===== src/rtl/vga_timing_pkg.sv =====
// Shared VGA 640x480@60 timing constants and the per-axis state enumeration.
package vga_timing_pkg;

  localparam int H_SYNC  = 96;
  localparam int H_BACK  = 48;
  localparam int H_ACT   = 640;
  localparam int H_FRONT = 16;
  localparam int V_SYNC  = 2;
  localparam int V_BACK  = 29;
  localparam int V_ACT   = 480;
  localparam int V_FRONT = 10;
  localparam int CLK_DIV = 4;

  localparam int H_TOTAL = H_SYNC + H_BACK + H_ACT + H_FRONT;
  localparam int V_TOTAL = V_SYNC + V_BACK + V_ACT + V_FRONT;

  localparam int H_ACT_START = H_SYNC + H_BACK;
  localparam int H_ACT_END   = H_ACT_START + H_ACT - 1;
  localparam int V_ACT_START = V_SYNC + V_BACK;
  localparam int V_ACT_END   = V_ACT_START + V_ACT - 1;

  localparam int CNT_W = 10;

  typedef enum logic [1:0] {
    SYNC   = 2'd0,
    BACK   = 2'd1,
    ACTIVE = 2'd2,
    FRONT  = 2'd3
  } axis_state_e;

endpackage


===== src/rtl/vga_axis_fsm.sv =====
// One timing axis: position counter, SYNC/BACK/ACTIVE/FRONT phase FSM and wrap pulse.
module vga_axis_fsm
  import vga_timing_pkg::*;
#(
  parameter int SYNC_LEN  = H_SYNC,
  parameter int BACK_LEN  = H_BACK,
  parameter int ACT_LEN   = H_ACT,
  parameter int FRONT_LEN = H_FRONT
) (
  input  logic             clk,
  input  logic             rst_n,
  input  logic             adv_i,
  output logic [CNT_W-1:0] cnt_o,
  output logic [CNT_W-1:0] cnt_d_o,
  output axis_state_e      state_o,
  output axis_state_e      state_d_o,
  output logic             wrap_o
);

  localparam int TOTAL = SYNC_LEN + BACK_LEN + ACT_LEN + FRONT_LEN;
  localparam logic [CNT_W-1:0] LAST     = CNT_W'(TOTAL - 1);
  localparam logic [CNT_W-1:0] BACK_AT  = CNT_W'(SYNC_LEN);
  localparam logic [CNT_W-1:0] ACT_AT   = CNT_W'(SYNC_LEN + BACK_LEN);
  localparam logic [CNT_W-1:0] FRONT_AT = CNT_W'(SYNC_LEN + BACK_LEN + ACT_LEN);

  logic [CNT_W-1:0] cnt_q, cnt_d;
  axis_state_e      state_q, state_d, state_exp;

  assign wrap_o = adv_i && (cnt_q == LAST);

  // Phase changes are keyed on the counter value being entered, so the
  // next-state pair can be decoded downstream with zero latency.
  always_comb begin
    cnt_d   = cnt_q;
    state_d = state_q;
    if (adv_i) begin
      cnt_d = wrap_o ? '0 : cnt_q + CNT_W'(1);
      case (state_q)
        SYNC:    if (cnt_d == BACK_AT)  state_d = BACK;
        BACK:    if (cnt_d == ACT_AT)   state_d = ACTIVE;
        ACTIVE:  if (cnt_d == FRONT_AT) state_d = FRONT;
        FRONT:   if (cnt_d == '0)       state_d = SYNC;
        default:                        state_d = SYNC;
      endcase
    end
  end

  always_ff @(posedge clk) begin
    if (rst_n) begin
      cnt_q   <= '0;
      state_q <= SYNC;
    end else begin
      cnt_q   <= cnt_d;
      state_q <= state_d;
    end
  end

  always_comb begin
    if (cnt_q < BACK_AT)       state_exp = SYNC;
    else if (cnt_q < ACT_AT)   state_exp = BACK;
    else if (cnt_q < FRONT_AT) state_exp = ACTIVE;
    else                       state_exp = FRONT;
  end

  always_ff @(posedge clk) begin
    if (!rst_n) begin
      assert (state_q == state_exp);
    end
  end

  assign cnt_o     = cnt_q;
  assign cnt_d_o   = cnt_d;
  assign state_o   = state_q;
  assign state_d_o = state_d;

endmodule


===== src/rtl/vga_timing_gen.sv =====
// VGA timing generator: pixel strobe divider, horizontal and vertical axes,
// registered sync/visible-area decode and line/frame start pulses.
module vga_timing_gen #(
  parameter int H_SYNC  = vga_timing_pkg::H_SYNC,
  parameter int H_BACK  = vga_timing_pkg::H_BACK,
  parameter int H_ACT   = vga_timing_pkg::H_ACT,
  parameter int H_FRONT = vga_timing_pkg::H_FRONT,
  parameter int V_SYNC  = vga_timing_pkg::V_SYNC,
  parameter int V_BACK  = vga_timing_pkg::V_BACK,
  parameter int V_ACT   = vga_timing_pkg::V_ACT,
  parameter int V_FRONT = vga_timing_pkg::V_FRONT
) (
  input  logic       clk,
  input  logic       rst_n,
  output logic       pix_en,
  output logic [9:0] hcount,
  output logic [9:0] vcount,
  output logic       vga_hs,
  output logic       vga_vs,
  output logic       active,
  output logic [9:0] pix_x,
  output logic [8:0] pix_y,
  output logic       line_start,
  output logic       frame_start
);
  import vga_timing_pkg::*;

  localparam logic [9:0] HA_START = 10'(H_SYNC + H_BACK);
  localparam logic [9:0] VA_START = 10'(V_SYNC + V_BACK);
  localparam logic [1:0] DIV_LAST = 2'(CLK_DIV - 1);

  logic [1:0]  div_q;
  logic [9:0]  h_cnt, h_cnt_d, v_cnt, v_cnt_d;
  axis_state_e h_state, h_state_d, v_state, v_state_d;
  logic        h_wrap, v_wrap, act_d;
  logic        hs_q, vs_q, active_q, line_start_q, frame_start_q;
  logic [9:0]  pix_x_q;
  logic [8:0]  pix_y_q;

  assign pix_en = (div_q == DIV_LAST);

  vga_axis_fsm #(
    .SYNC_LEN(H_SYNC), .BACK_LEN(H_BACK), .ACT_LEN(H_ACT), .FRONT_LEN(H_FRONT)
  ) u_h_axis (
    .clk(clk), .rst_n(rst_n), .adv_i(pix_en),
    .cnt_o(h_cnt), .cnt_d_o(h_cnt_d), .state_o(h_state), .state_d_o(h_state_d),
    .wrap_o(h_wrap)
  );

  vga_axis_fsm #(
    .SYNC_LEN(V_SYNC), .BACK_LEN(V_BACK), .ACT_LEN(V_ACT), .FRONT_LEN(V_FRONT)
  ) u_v_axis (
    .clk(clk), .rst_n(rst_n), .adv_i(h_wrap),
    .cnt_o(v_cnt), .cnt_d_o(v_cnt_d), .state_o(v_state), .state_d_o(v_state_d),
    .wrap_o(v_wrap)
  );

  assign act_d = (h_state_d == ACTIVE) && (v_state_d == ACTIVE);

  // Decoded from next-state values so they line up with hcount/vcount.
  always_ff @(posedge clk) begin
    if (rst_n) begin
      div_q         <= '0;
      hs_q          <= 1'b0;
      vs_q          <= 1'b0;
      active_q      <= 1'b0;
      pix_x_q       <= '0;
      pix_y_q       <= '0;
      line_start_q  <= 1'b0;
      frame_start_q <= 1'b0;
    end else begin
      div_q         <= div_q + 2'd1;
      hs_q          <= (h_state_d != SYNC);
      vs_q          <= (v_state_d != SYNC);
      active_q      <= act_d;
      pix_x_q       <= act_d ? h_cnt_d - HA_START : '0;
      pix_y_q       <= act_d ? 9'(v_cnt_d - VA_START) : '0;
      line_start_q  <= h_wrap;
      frame_start_q <= v_wrap;
    end
  end

  assign hcount      = h_cnt;
  assign vcount      = v_cnt;
  assign vga_hs      = hs_q;
  assign vga_vs      = vs_q;
  assign active      = active_q;
  assign pix_x       = pix_x_q;
  assign pix_y       = pix_y_q;
  assign line_start  = line_start_q;
  assign frame_start = frame_start_q;

endmodule


===== config.mk =====
export PLATFORM = sky130hd
export DESIGN_NAME = vga_timing_gen
export DESIGN_NICKNAME = d
export VERILOG_FILES = /design/src/rtl/vga_timing_pkg.sv /design/src/rtl/vga_axis_fsm.sv /design/src/rtl/vga_timing_gen.sv
export SDC_FILE = /design/constraint.sdc
export NUM_CORES = 1
export LEC_CHECK = 0
export BUFFER_PORTS_ARGS = -buffer_cell sky130_fd_sc_hd__buf_2
export CAP_MARGIN = 25
export CORE_UTILIZATION = 59
export DETAILED_ROUTE_END_ITERATION = 8
export PLACE_DENSITY_LB_ADDON = 0.15
export SLEW_MARGIN = 40
export SYNTH_ARGS = -nofsm -noshare
export SYNTH_HDL_FRONTEND = slang
export SYNTH_SLANG_ARGS = --single-unit

===== constraint.sdc =====
create_clock -name clk -period 5.2 [get_ports clk]
set_input_delay 0.26 -clock clk [delete_from_list [all_inputs] [get_ports clk]]
set_output_delay 0.26 -clock clk [all_outputs]
set_load 0.05 [all_outputs]

* Word level (Yosys, flattened, before mapping) *
Index checks and enable logic that the tools add are counted.

storage, ports and cells
  flip-flop bits (word level) = 50
  output and inout port bits = 45
  input bits = 2
  word-level logic and storage cells = 61

cells by class
  add/sub/neg operators = 5
  equal/unequal tests = 17
  bitwise logic cells = 1
  reduce and logical (&&, ||, !) cells = 10
  mux-type cells = 16

operators by type and width
  cell                                                                    count
  10-bit 2-to-1 mux                                                       4
  10-bit equality test, second input constant                             3
  10-bit by 1-bit adder with 10-bit output, second input constant         2
  10-bit zero test                                                        2
  2-bit 2-to-1 mux                                                        10
  2-bit one-hot mux with 4 select lines                                   2
  2-bit equality test, second input constant                              7
  10-bit by 2-bit equality test with 1-bit output, second input constant  1
  10-bit by 5-bit equality test with 1-bit output, second input constant  1
  10-bit by 7-bit equality test with 1-bit output, second input constant  1
  10-bit by 8-bit equality test with 1-bit output, second input constant  1
  10-bit by 9-bit equality test with 1-bit output, second input constant  1
  10-bit by 8-bit subtractor with 10-bit output, second input constant    1
  9-bit by 5-bit subtractor with 9-bit output, second input constant      1
  2-bit by 1-bit equality test with 1-bit output, second input constant   2
  2-bit zero test                                                         2
  2-bit nonzero test                                                      2
  1-bit logical AND                                                       3
  2-bit by 1-bit adder with 2-bit output, second input constant           1
  2-bit OR reduction                                                      1
  1-bit inverter                                                          1

* Depth between registers and ports, before layout *
Gate-level depths: netlist of the first run.

  depth after elaboration = 12
  mapped depth = 12
  mapped depth without buffers = 10

* Hierarchy *
A second synthesis of the first run with hierarchy kept.

second synthesis, totals
  cells, all modules = 330
  area, all modules = 2,889.0 um^2

by module, submodules not included
  module                   times used  area each (um^2)  cells an instance  seq. area each (um^2)
  vga_axis_fsm (u_h_axis)  1           1,021.0           128                240.2
  vga_timing_gen           1           934.6             90                 520.5
  vga_axis_fsm (u_v_axis)  1           933.4             112                240.2

* Worst setup path after synthesis of the first run *
No wires, ideal clock.

  kind = reg2reg
  start = register u_h_axis.cnt_q[0] (netlist: u_h_axis.cnt_o[0])
  end = register pix_y_q[6] (netlist: pix_y[6])
  buffers on the path = 2
  path slack = 2,151 ps
  data required time = 5,065 ps
  clock period less this slack = 3,049 ps
  arrival time = 2,914 ps
  library setup time = 135 ps
  stages on the path, launching flop included = 13
  cell sequence = dfxtp_1 > ha_1 > buf_2 > nand4_1 > nor3_1 > buf_2 > nand2_1 > o21ai_0 > ha_1 > nand4b_1 > nand2_1 > xnor2_1 > nor3_1

on the way
  elaborated cells between the ends (all ways) = 33
  classes of those cells = add/sub: 2; eq/ne: 9; mux: 15; bitwise: 1; reduce/logical: 6

RTL lines
  element                                          RTL line              source
  start, declared                                  vga_axis_fsm.sv:26    logic [CNT_W-1:0] cnt_q, cnt_d;
  start signal, assigned                           vga_axis_fsm.sv:53    cnt_q <= cnt_d;
  10-bit equality test (*)                         vga_axis_fsm.sv:29    assign wrap_o = adv_i && (cnt_q == LAST);
  1-bit logical AND (*)                            vga_axis_fsm.sv:29
  1-bit logical AND                                vga_axis_fsm.sv:29
  10-bit 2-to-1 mux                                vga_axis_fsm.sv:37    cnt_d = wrap_o ? '0 : cnt_q + CNT_W'(1);
  10-bit 2-to-1 mux (*)                            vga_axis_fsm.sv:36    if (adv_i) begin
  net u_v_axis.cnt_d_o[0]                          vga_axis_fsm.sv:14    output logic [CNT_W-1:0] cnt_d_o,
  9-bit by 5-bit subtractor with 9-bit output (*)  vga_timing_gen.sv:77  pix_y_q <= act_d ? 9'(v_cnt_d - VA_START) : '0;
  end signal, assigned                             vga_timing_gen.sv:77
  end, declared                                    vga_timing_gen.sv:38  logic [8:0] pix_y_q;

The timed path passes the listed nets; every way through them passes the cells marked *.
A chain may end at the register's enable or synchronous reset.

* Worst setup path in the final report of the first run *
  start = register u_h_axis.cnt_q[0] (netlist: u_h_axis.cnt_o[0])
  end = register pix_y_q[8] (netlist: pix_y[8])

The elaborated chain is that of the path after synthesis.

==> results of run 1 <==
==> logic make-up (layout without fill, tap and decap cells) <==
group	count (synthesis)	count (layout)	synth area share, %
xor gates and xnor gates	28	28	8.77
DFF	50	50	35.8
AOI/OAI and AO/OA	64	64	17.1
adders and majority gates	6	6	2.69
muxes	2	2	0.716
buffers and inverters	40	67	6.36
and+or+nand+nor	149	149	28.6
==> path summary, 6_finish.rpt <==
check	to	slack (ns)	cells after the start	from
setup / recovery	pix_y[8]$_SDFF_PP0_	2.10	11	u_h_axis.cnt_o[0]$_SDFF_PP0_
setup reg to reg	pix_y[8]$_SDFF_PP0_	2.10	11	u_h_axis.cnt_o[0]$_SDFF_PP0_
hold / removal	u_h_axis.cnt_o[3]$_SDFF_PP0_	0.39	2	rst_n
hold reg to reg	div_q[0]$_SDFF_PP0_	0.43	1	div_q[0]$_SDFF_PP0_
==> power by group through the flow <==
stage | combinational, mW | clock (mW) | sequential, mW
6_report | 0.0176 | 0.235 | 0.386
5_1_grt | 0.0189 | 0.259 | 0.386
4_1_cts | 0.0178 | 0.242 | 0.386
3_5_place_dp | 0.0176 | 0 | 0.395
3_3_place_gp | 0.0175 | 0 | 0.395
2_1_floorplan | 0.0113 | 0 | 0.396
==> routing by layer <==
layer	up-vias	part of all wire, %	global-route usage (%)
li1	1258	-	-
met5	-	0	0
met2	114	44	41.7
met4	0	1.1	6.67
met1	1165	47	37.0
met3	7	7.8	6.13
==> cell usage after synthesis, types with 8 or more instances <==
library cell and count:
nand4_1 10, dfxtp_1 50, o21ai_0 8, a21oi_1 14, nor2_1 38, nand2_1 23
clkbuf_1 16, and2_1 8, nand3_1 13, buf_2 9, xnor2_1 13, inv_1 12
xor2_1 15, nor3_1 15
==> cell usage in the layout (no fill, tap or decap), types with 3 or more instances in the layout <==
master	Yosys	routed
ha_1	6	6
nor4_1	4	4
a31oi_1	3	3
nor3_1	15	14
nor2b_1	4	4
nand4_1	10	10
xnor2_1	13	13
nor3b_1	3	3
and4_1	3	3
a211oi_1	3	3
and2_1	8	8
clkbuf_8	0	5
buf_2	9	46
o22ai_1	3	3
and3_1	7	7
dfxtp_1	50	50
nand2_1	23	23
or2_2	4	4
inv_1	12	12
nand3_1	13	13
o2111ai_1	3	3
xor2_1	15	15
o21ai_0	8	8
nor2_1	38	38
a21oi_1	14	14
==> worst max-delay path: cells and delay by family, from the launching register on <==
family	cells	cell delay, ns
simple gates	6	1.04
fa+ha+maj	2	0.66
flops	1	0.46
compound gates	1	0.40
buf+inv	1	0.28
xor+xnor	1	0.14
==> flip-flops by register name, summed over array words and instances (netlist names) <==
register / flops
active: 1
div_q: 2
frame_start: 1
line_start: 1
pix_x: 10
pix_y: 9
u_h_axis.cnt_o: 10
u_h_axis.state_o: 2
u_v_axis.cnt_o: 10
u_v_axis.state_o: 2
vga_hs: 1
vga_vs: 1
==> per-stage QoR <==
stage,util [%],setup WS (ns)
floorplan,-,2.15
global placement,66.8,2.13
detailed placement,66.8,2.14
CTS,69.0,2.09
global route,69.2,1.78
finish,69.2,2.10
==> cell type report <==
type / count / area [sq um]
Timing Repair Buffer: 47 / 238
Clock buffer: 5 / 68.8
Multi-Input combinational cell: 249 / 1630
Sequential cell: 50 / 1000
Clock inverter: 3 / 28.8
Tap cell: 52 / 65.1
Fill cell: 394 / 1370
Inverter: 12 / 45.0
==> results by group, run 1 <==
Run status
  • Run status: finished, violations left
  • Failing checks: design-rule violations

Worst setup path
  • Crit Path Max Fanout: 22
  • Crit path cell chain: ha_1 -> nand4_1 -> nor3_2 -> buf_4 -> nand2_1 -> o21ai_0 -> ha_1 -> nand4b_1 -> nand4_1 -> xnor2_1 -> nor2_1
  • Worst Path Required: between 5 and 6 ns
  • Slowest-stage cell, CP: dfxtp_1
  • Critical path class: flop to flop
  • WP data arrival: 3.30 ns
  • Setup crit end kind: flop
  • Crit path launch type: flop
  • Largest stage delay, worst path: roughly 0.46 ns

Timing
  • Final setup violation count: 0
  • Max Slew Vio Count: 0
  • Minimum clock period: 3.10 ns
  • Maximum clock rate: 323 MHz
  • Hold Slack: 0.386 ns
  • Clock skew: 0.0132 ns
  • Final-report hold violation count: 0
  • Worst slew pin tran: just over 0.7 ns
  • TNS Setup: 0 ns
  • Rel. slew slack: 50.9%
  • Final worst-path cycle share: 59.6%
  • RSZ-0062 raised after global routing: no

Placed design
  • Post-DP Area: 0.00297 sq mm
  • Port-buffer cells: 46
  • Dpl cells: 410
  • DPL Wire Length: 4700 microns
  • GP Congestion: 0.953

Synth
  • Sequential fraction of the synthesis area: 35.8%
  • Synthesized area: 0.00280 sq mm
  • Yosys warnings: 0
  • Yosys reg bits: 50
  • Syn Area/Cell: between 8 and 9 sq um
  • Post-Syn Instances: 339
  • Post-synth net total: between 300 and 400
  • Synth Flop Type: dfxtp_1
  • Top post-synthesis cells by area: dfxtp_1 36%, nor2_1 5.1%, xor2_1 4.7%
  • Post-synth top area share: 35.8%
  • Cell accounting for the most synthesized area: dfxtp_1
  • Synth unique cells: 64
  • EDFF count, synth: 0
  • Async set-reset flop share out of synthesis: 0%

Clock network
  • Clk root buf: clkbuf_8
  • Total clock sinks: 50
  • Clock Latency Late Sink: ~0.3 ns
  • CTS clk-pin slew, worst paths: 0.10 ns
  • Post-CTS Hold Buffers: 0
  • Post-CTS Resized: 0
  • H-tree depth: 2
  • Post-CTS Setup Inserts: 0
  • CTS tree: yes
  • Bufs on Longest Clock Path: 2
  • Cts bufs inserted: 5

Power and ir drop
  • Pwr dens: 208 mW/mm^2
  • Psw: 150 uW
  • Clock Power Share: 36.8%
  • Seq pwr share: 60.4%
  • Logic gate share of total power: 2.8%
  • Leak: 1.34 nW
  • Power, Total: 639 uW
  • Sw Share: roughly a quarter
  • Peak supply drop: 218 uV
  • P_int: 489 uW

Global routing
  • Antenna violations before repair: 0
  • Largest net degree at the start of global routing: 25
  • Vias in the first global route: 2233
  • Total grt overflow: 0
  • All-Layer GR Usage: 26.5%
  • First-pass GRT wire length: 10700 microns

Drt
  • Vias: around 2500
  • Number of remaining DRC errors: 12
  • TritonRoute pass-1 iters: 6
  • 1st-iter DRT viols: 185
  • Vias per cell: 6.09
  • Antenna Nets Post-Route: 0
  • DR WL/cell: between 15 and 20 microns
  • Total Routed Length: between 6000 and 7000 microns

Min path
  • Hold/Removal Path Class: primary input to flop

Floorplanning
  • Core area: 0.00444 sq mm
  • Initial Utilization: 62.9%
  • Cell row count: 24
  • Die X: 70.8 microns
  • Die Ht: 70.8 microns
  • Full die area: approximately 0.005 sq mm
  • IO Count: 47

Cells and area
  • Design Area, Final: 0.00308 sq mm
  • # diodes: 0
  • Share of layout cells above drive strength 1: about a fifth
  • Nets: about 370
  • Final cell count without fillers: between 400 and 500
  • Area Overhead vs Synth: 10.0%

Run
  • Max capacitance violation total: 0
(Power assumes the default switching activity.)
==> run 2, diff against run 1 <==
Settings changed: CORE_UTILIZATION 59 to 56.
Clock period 5.2 ns to 3.24 ns, I/O delays scaled along.
==> results by group, run 2 (same netlist as run 1, synthesis figures left out) <==
Timing
  • Hold Slack: 0.288 ns (-0.0980 ns)
  • RSZ-0062 raised after global routing: no
  • Clock skew: 0.0129 ns (-0.000266 ns)
  • Max Slew Vio Count: 0 (unchanged)
  • Final-report hold violation count: 0 (unchanged)
  • Minimum clock period: 3.03 ns (-0.0745 ns)
  • Worst slew pin tran: 0.776 ns (+0.0580 ns)
  • TNS Setup: 0 ns (unchanged)
  • Post-route worst setup slack: 0.214 ns (-1.89 ns)
  • Final setup violation count: 0 (unchanged)
  • Final worst-path cycle share: 93.4% (+34 points)
  • Maximum clock rate: 330 MHz (+2.5%)
  • Rel. slew slack: 47.0% (-4.0 points)

Placed design
  • Port-buffer cells: 46 (unchanged)
  • Post-DP Area: 0.00309 sq mm (+4.1%)
  • DPL Wire Length: 4890 microns (+4.0%)
  • Dpl cells: 437 (+6.6%)
  • Worst slack, placed: 0.324 ns (-1.81 ns)
  • GP Congestion: 0.925 (-2.9%)

Worst setup path
  • Crit path cell chain: ha_1 -> nand4_1 -> or3_1 -> o41ai_2 -> a21oi_1 -> a211oi_2 -> nand2_1 -> nor3_1
  • Largest stage delay, worst path: 0.58 ns (+0.12 ns)
  • Critical path class: flop to flop
  • Worst Path Required: 3.47 ns (-1.93 ns)
  • Crit path launch type: flop
  • CP delay by family, top: simple AND/OR/NAND/NOR gates
  • Setup crit end kind: flop
  • Worst R2R Setup Slack: 0.21 ns (-1.89 ns)
  • Slowest-stage cell, CP: or3_1
  • Crit Path Max Fanout: 9 (-59%)
  • WP data arrival: 3.25 ns (-0.05 ns)
  • Buf/Inv on CP: 0 (-1)

Clock network
  • CTS clk-pin slew, worst paths: 0.11 ns (about the same)
  • Cts bufs inserted: 5 (unchanged)
  • Clock Latency Late Sink: 0.31 ns (about the same)
  • Total clock sinks: 50 (unchanged)
  • Post-CTS Hold Buffers: 0 (unchanged)
  • Post-CTS Resized: 0 (unchanged)
  • Clk root buf: clkbuf_8
  • H-tree depth: 2 (unchanged)
  • CTS tree: yes
  • Post-CTS Setup Inserts: 0 (unchanged)
  • Bufs on Longest Clock Path: 2 (unchanged)

Drt
  • Met3 Wirelength: 535 microns (+7.0%)
  • Number of remaining DRC errors: 0 (-12)
  • Antenna Nets Post-Route: 0 (unchanged)
  • TritonRoute pass-1 iters: 5 (-1)
  • 1st-iter DRT viols: 204 (+10%)
  • DR WL met2: 2900 microns (+3.7%)
  • DRT met1 WL: 3300 microns (+9.0%)
  • Uppermost routed layer: met4
  • Vias: 2620 (+3.0%)
  • Vias per cell: 5.89 (-3.3%)
  • DR WL/cell: 15.4 microns (+0.43%)
  • Total Routed Length: 6840 microns (+6.9%)

Cells and area
  • Most frequent cells in the layout: 50 x dfxtp_1, 46 x buf_2, 38 x nor2_1, 23 x nand2_1, 15 x xor2_1
  • Most common cell after layout, fill and taps aside: dfxtp_1
  • Design Area, Final: 0.00319 sq mm (+3.7%)
  • Final Core Density: 67.1% (-2.1 points)
  • Final cell count without fillers: 445 (+6.5%)
  • Share of layout cells above drive strength 1: 22.5% (+2.3 points)
  • Area Overhead vs Synth: 14.1%
  • Nets: 385 (+3.2%)
  • # diodes: 0 (unchanged)

Global routing
  • First-pass GRT wire length: 11100 microns (+4.2%)
  • Antenna violations before repair: 0 (unchanged)
  • Vias in the first global route: 2269 (+1.6%)
  • All-Layer GR Usage: 27.2% (+0.67 points)
  • Total grt overflow: 0 (unchanged)
  • Largest net degree at the start of global routing: 25 (unchanged)

Floorplanning
  • Die Ht: 72.7 microns (+2.6%)
  • Core area: 0.00475 sq mm (+7.0%)
  • Full die area: 0.00528 sq mm (+5.2%)
  • Cell row count: 25 (+4.2%)
  • IO Count: 47 (unchanged)
  • Initial Utilization: 58.8% (-4.1 points)
  • Die X: 72.7 microns (+2.6%)

Run status
  • Run status: finished clean

Run
  • Max capacitance violation total: 0 (unchanged)

Power and ir drop
  • Peak supply drop: 279 uV (+28%)
  • Leak: 1.41 nW (+4.8%)
  • Power, Total: 1.05 mW (+64%)
  • Pwr dens: 328 mW/mm^2 (+58%)

Min path
  • Hold/Removal Path Class: primary input to flop
## run 2: path summary, 6_finish.rpt
kind,startpoint,cells past startpoint,to
setup / recovery,u_h_axis.cnt_o[1]$_SDFF_PP0_,8,pix_y[2]$_SDFF_PP0_
hold / removal,rst_n,2,div_q[0]$_SDFF_PP0_
setup reg to reg,u_h_axis.cnt_o[1]$_SDFF_PP0_,8,pix_y[2]$_SDFF_PP0_
hold reg to reg,div_q[0]$_SDFF_PP0_,1,div_q[0]$_SDFF_PP0_
## run 2: layout make-up
cell class | count | area [sq um]
fill | 449 | 1570
multi-input combinational | 249 | 1620
timing repair buffer | 59 | 340
clock inverter | 3 | 28.8
sequential | 50 | 1000
inverter | 12 | 45.0
clock buffer | 5 | 68.8
tap | 67 | 83.8
## run 2: layer usage
metal  vias to the layer above  GRT usage [%]
met3                        10           5.25
met1                      1214           40.0
met5                         -              0
met4                         0           8.28
met2                       116           40.1
li1                       1280              -
## run 2: power breakdown
part | leakage [nW] | internal (mW) | switching [mW] | total [mW]
combinational | 0.955 | 0.00924 | 0.0221 | 0.0314
sequential | 0.403 | 0.617 | 0.00159 | 0.619
clock | 0.0502 | 0.161 | 0.237 | 0.397
==> run 3, diff against run 2 <==
Settings changed: BUFFER_PORTS_ARGS -buffer_cell sky130_fd_sc_hd__buf_2 to not set, CORE_UTILIZATION 56 to 59, DONT_BUFFER_PORTS set to 1, PLACE_DENSITY set to 0.85, PLACE_DENSITY_LB_ADDON 0.15 to not set, REMOVE_ABC_BUFFERS set to 1.
==> results by group, run 3 (same netlist as run 1, synthesis figures left out) <==
Cells and area
  • Most common cell after layout, fill and taps aside: dfxtp_1
  • Most frequent cells in the layout: 50 x dfxtp_1, 38 x nor2_1, 24 x buf_4, 23 x nand2_1, 15 x xor2_1
  • Fillers: 358 (-20%)
  • # diodes: 0 (unchanged)
  • Share of layout cells above drive strength 1: 14.6% (-7.9 points)
  • Nets: 351 (-8.8%)
  • Area Overhead vs Synth: 8.24%
  • Design Area, Final: 0.00303 sq mm (-5.1%)

Clock network
  • Clock Latency Late Sink: 0.30 ns (about the same)
  • Post-CTS Setup Inserts: 0 (unchanged)
  • H-tree depth: 2 (unchanged)
  • Total clock sinks: 50 (unchanged)
  • Cts bufs inserted: 5 (unchanged)
  • CTS tree: yes
  • CTS clk-pin slew, worst paths: 0.09 ns (-0.02 ns)
  • Clk root buf: clkbuf_8
  • Bufs on Longest Clock Path: 2 (unchanged)

Placed design
  • GP Congestion: 0.974 (+5.2%)
  • Port-buffer cells: 0 (-100%)
  • DPL Wire Length: 5160 microns (+5.6%)
  • Post-DP Area: 0.00291 sq mm (-5.8%)

Run
  • Max capacitance violation total: 0 (unchanged)

Worst setup path
  • Crit path launch type: flop
  • Worst R2R Setup Slack: 0.14 ns (-0.07 ns)
  • WP data arrival: 3.29 ns (+0.04 ns)
  • Crit Path Max Fanout: 8 (-1)
  • R2R depth: 9 (+1)
  • Critical path class: flop to flop
  • R2r endpoint: pix_x[0]$_SDFF_PP0_
  • Setup crit end kind: flop
  • Worst Setup SP: u_v_axis.cnt_o[0]$_SDFF_PP0_
  • Critical R2R Launch: u_v_axis.cnt_o[0]$_SDFF_PP0_
  • Worst Path Required: 3.44 ns (-0.03 ns)
  • CP Capture Point: pix_x[0]$_SDFF_PP0_

Floorplanning
  • Full die area: 0.00502 sq mm (-4.9%)
  • Cell row count: 24 (-4.0%)
  • IO Count: 47 (unchanged)
  • Core area: 0.00444 sq mm (-6.5%)
  • Die Ht: 70.8 microns (-2.5%)
  • Initial Utilization: 62.9% (+4.1 points)
  • Die X: 70.8 microns (-2.5%)

Drt
  • Vias: 2603 (-0.65%)
  • 1st-iter DRT viols: 343 (+68%)
  • Vias per cell: 6.59 (+12%)
  • Antenna Nets Post-Route: 0 (unchanged)
  • Number of remaining DRC errors: 14 (+14)
  • DR WL/cell: 18.1 microns (+18%)
  • Total Routed Length: 7160 microns (+4.7%)
  • TritonRoute pass-1 iters: 9 (+4)

Global routing
  • First-pass GRT wire length: 11900 microns (+6.6%)
  • All-Layer GR Usage: 29.7% (+2.4 points)
  • Total grt overflow: 0 (unchanged)
  • Antenna violations before repair: 0 (unchanged)
  • Vias in the first global route: 2353 (+3.7%)
  • Largest net degree at the start of global routing: 24 (-4.0%)

Timing
  • Maximum clock rate: 323 MHz (-2.3%)
  • Clock skew: 0.00971 ns (-0.00323 ns)
  • Minimum clock period: 3.10 ns (+0.0721 ns)
  • Hold Slack: 0.141 ns (-0.147 ns)
  • RSZ-0062 raised after global routing: no
  • Worst slew pin tran: 0.716 ns (-0.0597 ns)
  • Final-report hold violation count: 0 (unchanged)
  • Rel. slew slack: 51.0% (+4.1 points)
  • Final setup violation count: 0 (unchanged)
  • Max Slew Vio Count: 0 (unchanged)
  • Final worst-path cycle share: 95.6% (+2.2 points)

Power and ir drop
  • Pwr dens: 354 mW/mm^2 (+7.9%)
  • Peak supply drop: 499 uV (+79%)
  • Power, Total: 1.07 mW (+2.3%)
  • Leak: 1.22 nW (-13%)

Min path
  • Hold/Removal Path Class: primary input to flop
  • Worst Hold Launch: rst_n

Run status
  • Failing checks: design-rule violations
  • Run status: finished, violations left
[run 3: power by group]
part | internal [mW] | leakage [nW] | total, mW | switching (mW)
registers | 0.617 | 0.403 | 0.618 | 0.00130
logic | 0.00833 | 0.763 | 0.0300 | 0.0217
clock network | 0.227 | 0.0542 | 0.424 | 0.197
[run 3: metal layers]
metal  GRT usage (%)  vias to the layer above  part of all wire (%)
li1                -                     1218                     -
met1            41.2                     1199                    43
met2            46.9                      172                    46
met3            6.98                       14                    11
met4            6.44                        0                  0.80
met5               0                        -                     0
[run 3: worst min path at each step]
stage	endpoint	slack (ns)	cells past startpoint
2_1_floorplan	div_q[0]$_SDFF_PP0_	0.23	1
3_3_place_gp	div_q[0]$_SDFF_PP0_	0.23	1
3_5_place_dp	vga_hs$_SDFF_PP0_	0.24	1
4_1_cts	u_h_axis.cnt_o[8]$_SDFF_PP0_	0.13	2
5_1_grt	u_h_axis.cnt_o[8]$_SDFF_PP0_	0.14	2
6_report	u_h_axis.cnt_o[8]$_SDFF_PP0_	0.14	2
[run 3: layout make-up]
cell class              count  area, sq um  area share (%)
inverters                  12         45.0            1.49
clock buffers               5         68.8            2.27
well taps                  52         65.1            2.15
flip-flops and latches     50         1000            33.1
repair buffers             25          185            6.12
multi-input cells         249         1620            53.6
clock inverters             2         38.8            1.28
[run 3: repair_timing]
| action | 4_1_cts | 5_1_grt |
|---|---|---|
| hold buffers | 1 | 0 |
| endpoints found under the hold margin | 23 | 0 |
| resized for setup | 0 | 0 |
[run 3: worst max-delay path, stage by stage, from the launching register on]
cell and delay, ns:
dfxtp_1 0.36, buf_4 0.23, and4_1 0.24, a2111oi_0 0.65, o21bai_1 0.26, o41ai_2 0.28, a21oi_1 0.12, a211oi_2 0.37
nand2_1 0.20, nor3_1 0.30
[run 3: through the flow]
step                      utilization, %  TNS (ns)  setup WS [ns]  instances
after floorplan                        -     -9.06         -0.595        311
after global placement              65.5         0          0.440        387
after detailed placement            65.5         0          0.325        387
after CTS                           68.2         0          0.229        395
after global routing                68.1         0         0.0363        395
final                               68.1         0          0.142        395
